==> config.mk <==
export PLATFORM = sky130hd
export DESIGN_NAME = id_hazard_scoreboard
export DESIGN_NICKNAME = d
export VERILOG_FILES = /design/src/rtl/arm_pipe_pkg.sv /design/src/rtl/id_hazard_scoreboard_sb_entry.sv /design/src/rtl/id_hazard_scoreboard.sv
export SDC_FILE = /design/constraint.sdc
export NUM_CORES = 1
export LEC_CHECK = 0
export ABC_CLOCK_PERIOD_IN_PS = 2750
export CAP_MARGIN = 25
export CORE_ASPECT_RATIO = 0.9
export CORE_MARGIN = 3
export CORE_UTILIZATION = 35
export CTS_CLUSTER_SIZE = 14
export DETAILED_ROUTE_END_ITERATION = 7
export HOLD_SLACK_MARGIN = 0.02
export SLEW_MARGIN = 20
export SYNTH_ARGS = -nofsm -noshare
export SYNTH_HDL_FRONTEND = slang
export SYNTH_SLANG_ARGS = --single-unit
export TNS_END_PERCENT = 30
==> constraint.sdc <==
create_clock -name clk -period 2.75 [get_ports clk]
set_input_delay 0.4125 -clock clk [delete_from_list [all_inputs] [get_ports clk]]
set_output_delay 0.4125 -clock clk [all_outputs]
set_load 0.02 [all_outputs]
==> src/rtl/arm_pipe_pkg.sv <==
// Shared pipeline definitions: register index width, register count
// and the ID issue-controller state encoding.
package arm_pipe_pkg;

    localparam int REG_IDX_W = 4;
    localparam int NUM_REGS  = 16;

    typedef enum logic {
        RUN   = 1'b0,
        FLUSH = 1'b1
    } state_t;

endpackage

==> src/rtl/id_hazard_scoreboard_sb_entry.sv <==
// One scoreboard slot: counts the advancing cycles until an in-flight
// write-back to this register has landed in the register file.
module sb_entry #(
    parameter int WB_LAT = 3
) (
    input  logic clk,
    input  logic rst,
    input  logic adv,
    input  logic load,
    output logic busy
);

    localparam int CNT_W = $clog2(WB_LAT + 1);

    logic [CNT_W-1:0] cnt;

    // A new write re-arms the slot even if it is still counting down.
    always_ff @(posedge clk) begin
        if (rst) begin
            cnt <= '0;
        end else if (adv) begin
            if (load) begin
                cnt <= CNT_W'(WB_LAT);
            end else if (cnt != '0) begin
                cnt <= cnt - CNT_W'(1);
            end
        end
    end

    assign busy = (cnt != '0);

endmodule

==> src/rtl/id_hazard_scoreboard.sv <==
// ID-stage issue controller: register scoreboard, freeze/bubble
// generation and taken-branch flush sequencing.
module id_hazard_scoreboard
    import arm_pipe_pkg::*;
#(
    parameter int NUM_REGS  = arm_pipe_pkg::NUM_REGS,
    parameter int WB_LAT    = 3,
    parameter int FLUSH_CYC = 1
) (
    input  logic                 clk,
    input  logic                 rst,
    input  logic                 id_valid,
    input  logic [3:0]           id_src1,
    input  logic                 id_src1_used,
    input  logic [3:0]           id_src2,
    input  logic                 id_src2_used,
    input  logic                 id_wb_en,
    input  logic [3:0]           id_dest,
    input  logic                 exe_br_taken,
    input  logic                 mem_busy,
    output logic                 id_issue,
    output logic                 freeze,
    output logic                 bubble,
    output logic                 flush,
    output logic [NUM_REGS-1:0]  pending_mask,
    output logic [15:0]          stall_cnt
);

    localparam int FC_W = (FLUSH_CYC > 1) ? $clog2(FLUSH_CYC) : 1;

    logic                adv;
    logic                run;
    logic                hazard;
    logic [NUM_REGS-1:0] busy;
    logic [NUM_REGS-1:0] load;
    state_t              state;
    state_t              state_nxt;
    logic [FC_W-1:0]     fcnt;
    logic [FC_W-1:0]     fcnt_nxt;

    assign adv = ~mem_busy;

    for (genvar r = 0; r < NUM_REGS; r++) begin : g_sb
        sb_entry #(
            .WB_LAT(WB_LAT)
        ) u_entry (
            .clk (clk),
            .rst (rst),
            .adv (adv),
            .load(load[r]),
            .busy(busy[r])
        );
    end

    assign pending_mask = busy;

    always_comb begin
        load = '0;
        for (int r = 0; r < NUM_REGS; r++) begin
            load[r] = id_issue & id_wb_en
                    & (id_dest == REG_IDX_W'(r));
        end
    end

    always_ff @(posedge clk) begin
        if (rst) begin
            state <= RUN;
            fcnt  <= '0;
        end else begin
            state <= state_nxt;
            fcnt  <= fcnt_nxt;
        end
    end

    // A branch arriving while already flushing cannot happen; it is ignored.
    always_comb begin
        state_nxt = state;
        fcnt_nxt  = fcnt;
        if (adv) begin
            unique case (state)
                RUN: begin
                    if (exe_br_taken && FLUSH_CYC > 0) begin
                        state_nxt = FLUSH;
                        fcnt_nxt  = FC_W'(FLUSH_CYC - 1);
                    end
                end
                FLUSH: begin
                    if (fcnt == '0) begin
                        state_nxt = RUN;
                    end else begin
                        fcnt_nxt = fcnt - FC_W'(1);
                    end
                end
                default: state_nxt = RUN;
            endcase
        end
    end

    always_comb begin
        run      = (state == RUN);
        hazard   = id_valid & run
                 & ((id_src1_used & busy[id_src1])
                  | (id_src2_used & busy[id_src2]));
        id_issue = adv & id_valid & run & ~hazard & ~exe_br_taken;
        freeze   = mem_busy | hazard;
        bubble   = adv & (hazard | exe_br_taken | ~run);
        flush    = adv & (exe_br_taken | ~run);
    end

    always_ff @(posedge clk) begin
        if (rst) begin
            stall_cnt <= '0;
        end else if (adv && hazard && stall_cnt != 16'hFFFF) begin
            stall_cnt <= stall_cnt + 16'd1;
        end
    end

endmodule
==> results of run 1 <==
-- cell usage after synthesis, types with 8 or more instances --
library cell	number	area (um^2)
inv_1	54	203
dfxtp_1	49	981
nor2_1	42	158
a211oi_2	28	350
o32a_1	28	280
nor3_1	20	100
buf_4	19	143
ha_1	17	213
and3_1	15	93.8
nand3_1	14	70.1
clkbuf_1	11	41.3
mux2i_1	8	80.1
-- layout make-up --
class / count / area [um^2]
clock inverters: 1 / 7.51
repair buffers: 124 / 1060
flip-flops and latches: 49 / 993
fillers: 885 / 4620
multi-input cells: 263 / 2300
clock buffers: 7 / 76.3
well taps: 122 / 153
inverters: 56 / 210
-- path summary, 6_finish.rpt --
| check | end | slack [ns] | cells after the start |
|---|---|---|---|
| setup / recovery | freeze | 0.05 | 8 |
| hold / removal | stall_cnt[14]$_SDFFE_PP0P_ | 0.35 | 2 |
| setup reg to reg | stall_cnt[11]$_SDFFE_PP0P_ | 0.11 | 10 |
| hold reg to reg | stall_cnt[14]$_SDFFE_PP0P_ | 0.49 | 2 |
-- state kept, by name, indices dropped and copies added, names as in the netlist --
name              count
g_sb.u_entry.cnt     32
state                 1
stall_cnt            16
-- per-layer routing --
metal	share of wire (%)	routed length [um]	vias to the layer above	track usage, %
met3	4.0	419	13	3.60
met2	48	5120	79	31.6
li1	-	-	1658	-
met1	46	4880	1652	23.3
met4	1.6	171	0	5.14
met5	0	0	-	0
-- repair_timing --
item,in CTS,in global routing
cloned,0,0
resized for setup,49,31
setup endpoints to repair,7,10
pin swaps,5,7
setup buffers,2,2
-- metrics by stage --
stage,setup TNS (ns),std cells,hold slack (ns),cell area [um^2],setup WS [ns]
global placement,-10.82,610,0.458,4440,-0.674
floorplan,0,406,0.450,3480,0.100
CTS,0,620,0.342,4680,0.00183
detailed placement,-11.68,610,0.482,4440,-0.643
global route,-0.0206,622,0.362,4800,-0.0139
finish,0,622,0.348,4800,0.0460
-- cells by family after synthesis --
group,count (synthesis),synth area share (%)
xor+xnor,3,0.754
simple gates,135,20.1
compound gates,90,25.0
mux,18,7.47
flops,49,28.2
buf+inv,94,12.4
fa+ha+maj,17,6.11
-- power by group through the flow --
| stage | registers, mW | clock network [mW] | logic [mW] |
|---|---|---|---|
| 3_5_place_dp | 0.738 | 0 | 0.256 |
| 4_1_cts | 0.722 | 0.472 | 0.268 |
| 5_1_grt | 0.723 | 0.489 | 0.302 |
| 3_3_place_gp | 0.738 | 0 | 0.251 |
| 2_1_floorplan | 0.738 | 0 | 0.142 |
| 6_report | 0.722 | 0.452 | 0.279 |
==> results.sh, run 1 <==
export IMPL_placementRows=33
export IMPL_ys_ff_latch=49
export IMPL_fp_dieW_um=111
export IMPL_grt_max_degree=45
export IMPL_avgSynthCellArea_um2=8.58
export IMPL_clk_pin_slew_ns=0.09
export IMPL_pwr_share_clk_pct=31.1
export IMPL_cp_start_kind="register"
export IMPL_vias=3402
export IMPL_pwr_density_cell_mw_per_mm2=303
export IMPL_cp_buffers_inverters=3
export IMPL_seqPwrFrac_pct=49.7
export IMPL_die_area_mm2=0.0112
export IMPL_synthCells=406
export IMPL_cpMaxStageDelayCell="mux4_2"
export IMPL_fin_util_pct=50.9
export IMPL_clock_skew_final_ns=0.00745
export IMPL_final_common_cell="buf_4"
export IMPL_cts_buffers=5
export IMPL_r2r_start="g_sb[8].u_entry.cnt[0]$_SDFFE_PP0P_"
export IMPL_ir_drop_v=0.000218
export IMPL_synth_edf_count=0
export IMPL_cts_hold_fix_buffers=0
export IMPL_antenna_cells=0
export IMPL_startpoint="g_sb[5].u_entry.cnt[1]$_SDFFE_PP0P_"
export IMPL_max_stage_delay_ns=0.49
export IMPL_endpoint_kind="output port"
export IMPL_hold_viol=0
export IMPL_final_antenna_net_count=0
export IMPL_path_class="register to output port"
export IMPL_cts_tree="done"
export IMPL_clock_latency_ns=0.32
export IMPL_drive_gt1_share_pct=33.6
export IMPL_hpwl_um=7330
export IMPL_fp_coreArea_mm2=0.00941
export IMPL_grt_pass1_vias=3308
export IMPL_cts_root_buf="clkbuf_8"
export IMPL_syn_to_final_growth_pct=37.7
export IMPL_hp_class="primary input to register"
export IMPL_min_period_over_period_pct=98.3
export IMPL_yosysUniqueCellTypes=46
export IMPL_die_h_um=101
export IMPL_ys_async_sr_fraction_pct=0
export IMPL_tightestPinTransition_ns=0.677
export IMPL_power_switching_mw=0.430
export IMPL_start_util_pct=37.0
export IMPL_final_cell_mix="buf_4, inv_1, clkdlybuf4s50_1"
export IMPL_final_nets=536
export IMPL_switching_share_pct=29.6
export IMPL_pwr_share_comb_pct=19.2
export IMPL_layout_min_cycle_time_ns=2.70
export IMPL_antenna_found_initial=0
export IMPL_grt_pass1_wl_um=16500
export IMPL_slew_headroom_pct=54.9
export IMPL_finalPower_mw=1.45
export IMPL_num_io_pins=56
export IMPL_synth_main_ff_cell="dfxtp_1"
export IMPL_io_buffers=55
export IMPL_drt_iter0_markers=187
export IMPL_ys_seq_area_share_pct=28.2
export IMPL_clock_sinks=49
export IMPL_power_internal_mw=1.02
export IMPL_worstPathCellList="inv_1, ha_4, inv_1, mux4_2, a41oi_4, nand3_4, a31o_4, buf_4"
export IMPL_routabilityCongestion=0.869
export IMPL_clock_path_buffers=2
export IMPL_rsz0062_at_grt="yes"
export IMPL_min_from="rst"
export IMPL_cts_htree_levels=2
export IMPL_setup_viol=0
export IMPL_grt_overflow_total=0
export IMPL_power_leakage_nw=1.77
export IMPL_syn_area_mm2=0.00348
export IMPL_synthesis_nets=443
export IMPL_path_delay_family="compound AO/OA/AOI/OAI gates"
export IMPL_routedWlPerCell_um=17.0
export IMPL_report_final_slew_viol_count=0
export IMPL_status="complete, no violations"
export IMPL_crit_fanout=5
export IMPL_yosysWarnings=0
export IMPL_fmax_mhz=370
export IMPL_drt_total_wl_um=10600
export IMPL_drc=0
export IMPL_drv_cap=0
export IMPL_required_ns=2.34
export IMPL_drt_pass1_iter_count=4
export IMPL_grt_total_usage_pct=18.3
export IMPL_vias_per_cell=5.47
export IMPL_arrival_ns=2.29
export IMPL_cpMostUsedCell="inv_1"
Power figures use the tool's default switching activity.
==> run 2: changes to the inputs <==
--- a/config.mk
+++ b/config.mk
@@ -16,5 +16,6 @@
 export SLEW_MARGIN = 20
 export SYNTH_ARGS = -nofsm -noshare
 export SYNTH_HDL_FRONTEND = slang
+export SYNTH_HIERARCHICAL = 1
 export SYNTH_SLANG_ARGS = --single-unit
 export TNS_END_PERCENT = 30
==> results.sh, run 2 <==
export IMPL_reg2reg_to="g_sb[4].u_entry/cnt[1]$_SDFFE_PP0P_"
export IMPL_final_antenna_net_count=0
export IMPL_antenna_cells=0
export IMPL_regMostFlops="g_sb.u_entry/cnt"
export IMPL_grt_max_degree=49
export IMPL_max_stage_delay_ns=0.47
export IMPL_antenna_found_initial=0
export IMPL_synthCells=369
export IMPL_synthesis_nets=406
export IMPL_r2r_cells=12
export IMPL_report_final_slew_viol_count=0
export IMPL_hold_path_end="g_sb[0].u_entry/cnt[0]$_SDFFE_PP0P_"
export IMPL_io_buffers=55
export IMPL_final_common_cell="clkdlybuf4s50_1"
export IMPL_status="complete, no violations"
export IMPL_finalPower_mw=2.10
export IMPL_die_area_mm2=0.0100
export IMPL_drive_gt1_share_pct=33.8
export IMPL_ys_ff_latch=49
export IMPL_fill_cells=758
export IMPL_ir_drop_v=0.000227
export IMPL_path_delay_family="multiplexers"
export IMPL_slew_headroom_pct=43.7
export IMPL_clock_skew_final_ns=0.0101
export IMPL_hpwl_um=6190
export IMPL_fp_coreArea_mm2=0.00834
export IMPL_cts_hold_fix_buffers=0
export IMPL_setup_viol=0
export IMPL_drt_total_wl_um=8430
export IMPL_vias_per_cell=5.21
export IMPL_synth_main_ff_cell="dfxtp_1"
export IMPL_grt_overflow_total=0
export IMPL_hold_viol=0
export IMPL_syn_area_mm2=0.00310
export IMPL_cp_start_kind="register"
export IMPL_pwr_density_cell_mw_per_mm2=463
export IMPL_synth_edf_count=0
export IMPL_netlist_top_cells_count="inv_1, dfxtp_1, a21oi_1"
export IMPL_hp_class="register to register"
export IMPL_syn_to_final_growth_pct=46.0
export IMPL_avgSynthCellArea_um2=8.41
export IMPL_crit_cells=9
export IMPL_cpMostUsedCell="inv_2"
export IMPL_routedWlPerCell_um=14.4
export IMPL_synth_top_cell_area_share_pct=31.6
export IMPL_drv_cap=0
export IMPL_synth_top_cell_by_area="dfxtp_1"
export IMPL_clock_path_buffers=2
export IMPL_power_leakage_nw=1.71
export IMPL_final_nets=507
export IMPL_globalRouteMet3Util_pct=2.37
export IMPL_multi_input_area_mm2=0.00222
export IMPL_die_h_um=95.3
export IMPL_path_class="register to output port"
export IMPL_worstPathCellList="inv_2, ha_4, inv_2, mux4_2, o2111ai_2, and4_1, buf_6, o22ai_1, buf_4"
export IMPL_yosysUniqueCellTypes=39
export IMPL_start_util_pct=37.2
export IMPL_ys_async_sr_fraction_pct=0
export IMPL_cts_buffers=5
export IMPL_min_delay_path_depth=1
export IMPL_min_period_over_period_pct=97.3
export IMPL_clk_pin_slew_ns=0.10
export IMPL_cp_buffers_inverters=4
export IMPL_vias=3055
export IMPL_cts_tree="done"
export IMPL_drc=0
export IMPL_r2r_setup_slack_ns=0.11
export IMPL_crit_fanout=6
export IMPL_rsz0062_at_grt="yes"
export IMPL_cts_htree_levels=2
export IMPL_largestRegisters="g_sb.u_entry/cnt: 32 flops, stall_cnt: 16 flops, state: 1 flops"
export IMPL_grt_total_usage_pct=17.0
export IMPL_fp_dieW_um=105
export IMPL_whs_ns=0.454
export IMPL_grt_pass1_vias=2970
export IMPL_r2r_start="g_sb[7].u_entry/cnt[1]$_SDFFE_PP0P_"
export IMPL_yosysWarnings=6
export IMPL_required_ns=2.34
export IMPL_drt_iter0_markers=103
export IMPL_cts_root_buf="clkbuf_8"
export IMPL_clock_latency_ns=0.30
export IMPL_gr_max_usage_layer="met2"
export IMPL_yosysMostFrequentCell="inv_1"
export IMPL_final_seq_area_um2=992
export IMPL_grt_pass1_wl_um=14000
export IMPL_min_from="g_sb[0].u_entry/cnt[0]$_SDFFE_PP0P_"
export IMPL_routabilityCongestion=0.776
export IMPL_ys_seq_area_share_pct=31.6
export IMPL_arrival_ns=2.26
export IMPL_num_io_pins=56
export IMPL_ys_top_cells_by_area="dfxtp_1, a211oi_1, ha_1, inv_1, a21oi_1"
export IMPL_tightestPinTransition_ns=0.844
export IMPL_layout_min_cycle_time_ns=2.67
export IMPL_endpoint_kind="output port"
export IMPL_fmax_mhz=374
export IMPL_clock_sinks=49
export IMPL_final_cell_mix="clkdlybuf4s50_1, buf_4, dfxtp_1"
export IMPL_placementRows=31
export IMPL_grt_use_met2_pct=28.2
export IMPL_cpMaxStageDelayCell="mux4_2"
export IMPL_drt_pass1_iter_count=4
export IMPL_largest_reg_flops=32
export IMPL_met1_usage_pct=22.8
[run 2: cell types whose count changed after synthesis, moves of 8 or more]
cell      before  now
a211oi_1       0   33
a211oi_2      28    0
a21oi_1        7   38
and3_1        15    4
buf_4         19    2
clkbuf_1      11    2
nand2b_2       0   16
nand3_1       14    5
nor2_1        42   23
nor3_1        20   12
nor3b_1        0   19
o32a_1        28    0
[run 2: metrics by stage]
| step | utilization, % | area, um^2 | worst slack [ns] | TNS (ns) | std cells |
|---|---|---|---|---|---|
| CTS | 50.7 | 4230 | 0.00122 | 0 | 580 |
| finish | 54.4 | 4530 | 0.0756 | 0 | 586 |
| detailed placement | 48.4 | 4040 | -0.462 | -15.66 | 571 |
| global route | 54.4 | 4530 | -0.0897 | -0.981 | 586 |
| global placement | 48.4 | 4040 | -0.465 | -14.56 | 571 |
| floorplan | - | 3100 | 0.0477 | 0 | 369 |
[run 2: repair_timing]
action                     in CTS  in global routing
setup endpoints to repair      32                 39
gates resized for setup        38                 76
setup buffers                   0                  6
pin swaps                       2                 49
gates cloned                    1                  0
[run 2: layout make-up]
type | count | share of cell area [%]
Clock buffer | 7 | 1.68
Clock inverter | 1 | 0.166
Timing Repair Buffer | 100 | 19.4
Multi-Input combinational cell | 259 | 49.0
Inverter | 55 | 4.66
Tap cell | 115 | 3.17
Sequential cell | 49 | 21.9
[run 2: worst max-delay path by stage]
stage / from / slack (ns) / to
3_5_place_dp: id_src1[0] / -0.46 / id_issue
3_3_place_gp: id_src1[0] / -0.46 / g_sb[5].u_entry/cnt[1]$_SDFFE_PP0P_
6_report: g_sb[7].u_entry/cnt[1]$_SDFFE_PP0P_ / 0.08 / bubble
5_1_grt: g_sb[14].u_entry/cnt[1]$_SDFFE_PP0P_ / -0.09 / g_sb[10].u_entry/cnt[1]$_SDFFE_PP0P_
4_1_cts: g_sb[7].u_entry/cnt[1]$_SDFFE_PP0P_ / 0.001 / freeze
2_1_floorplan: g_sb[15].u_entry/cnt[0]$_SDFFE_PP0P_ / 0.05 / g_sb[8].u_entry/cnt[0]$_SDFFE_PP0P_
[run 2: cells by family after synthesis]
logic type      after synthesis  share of synthesized area, %
simple gates                131                          26.1
buf+inv                      62                          8.26
fa+ha+maj                    17                          6.85
flops                        49                          31.6
mux                          21                          8.71
compound gates               89                          18.5
[run 2: layer usage]
layer	wire (um)	vias up	share of wire [%]
li1	-	1544	-
met4	109	0	1.3
met5	0	-	0
met3	216	6	2.6
met2	4240	49	50
met1	3860	1456	46
[run 2: power breakdown]
part	total [mW]	switching (mW)	leakage, nW	internal, mW
sequential	0.794	0.0301	0.402	0.764
combinational	0.878	0.461	1.27	0.418
clock	0.425	0.244	0.0385	0.181
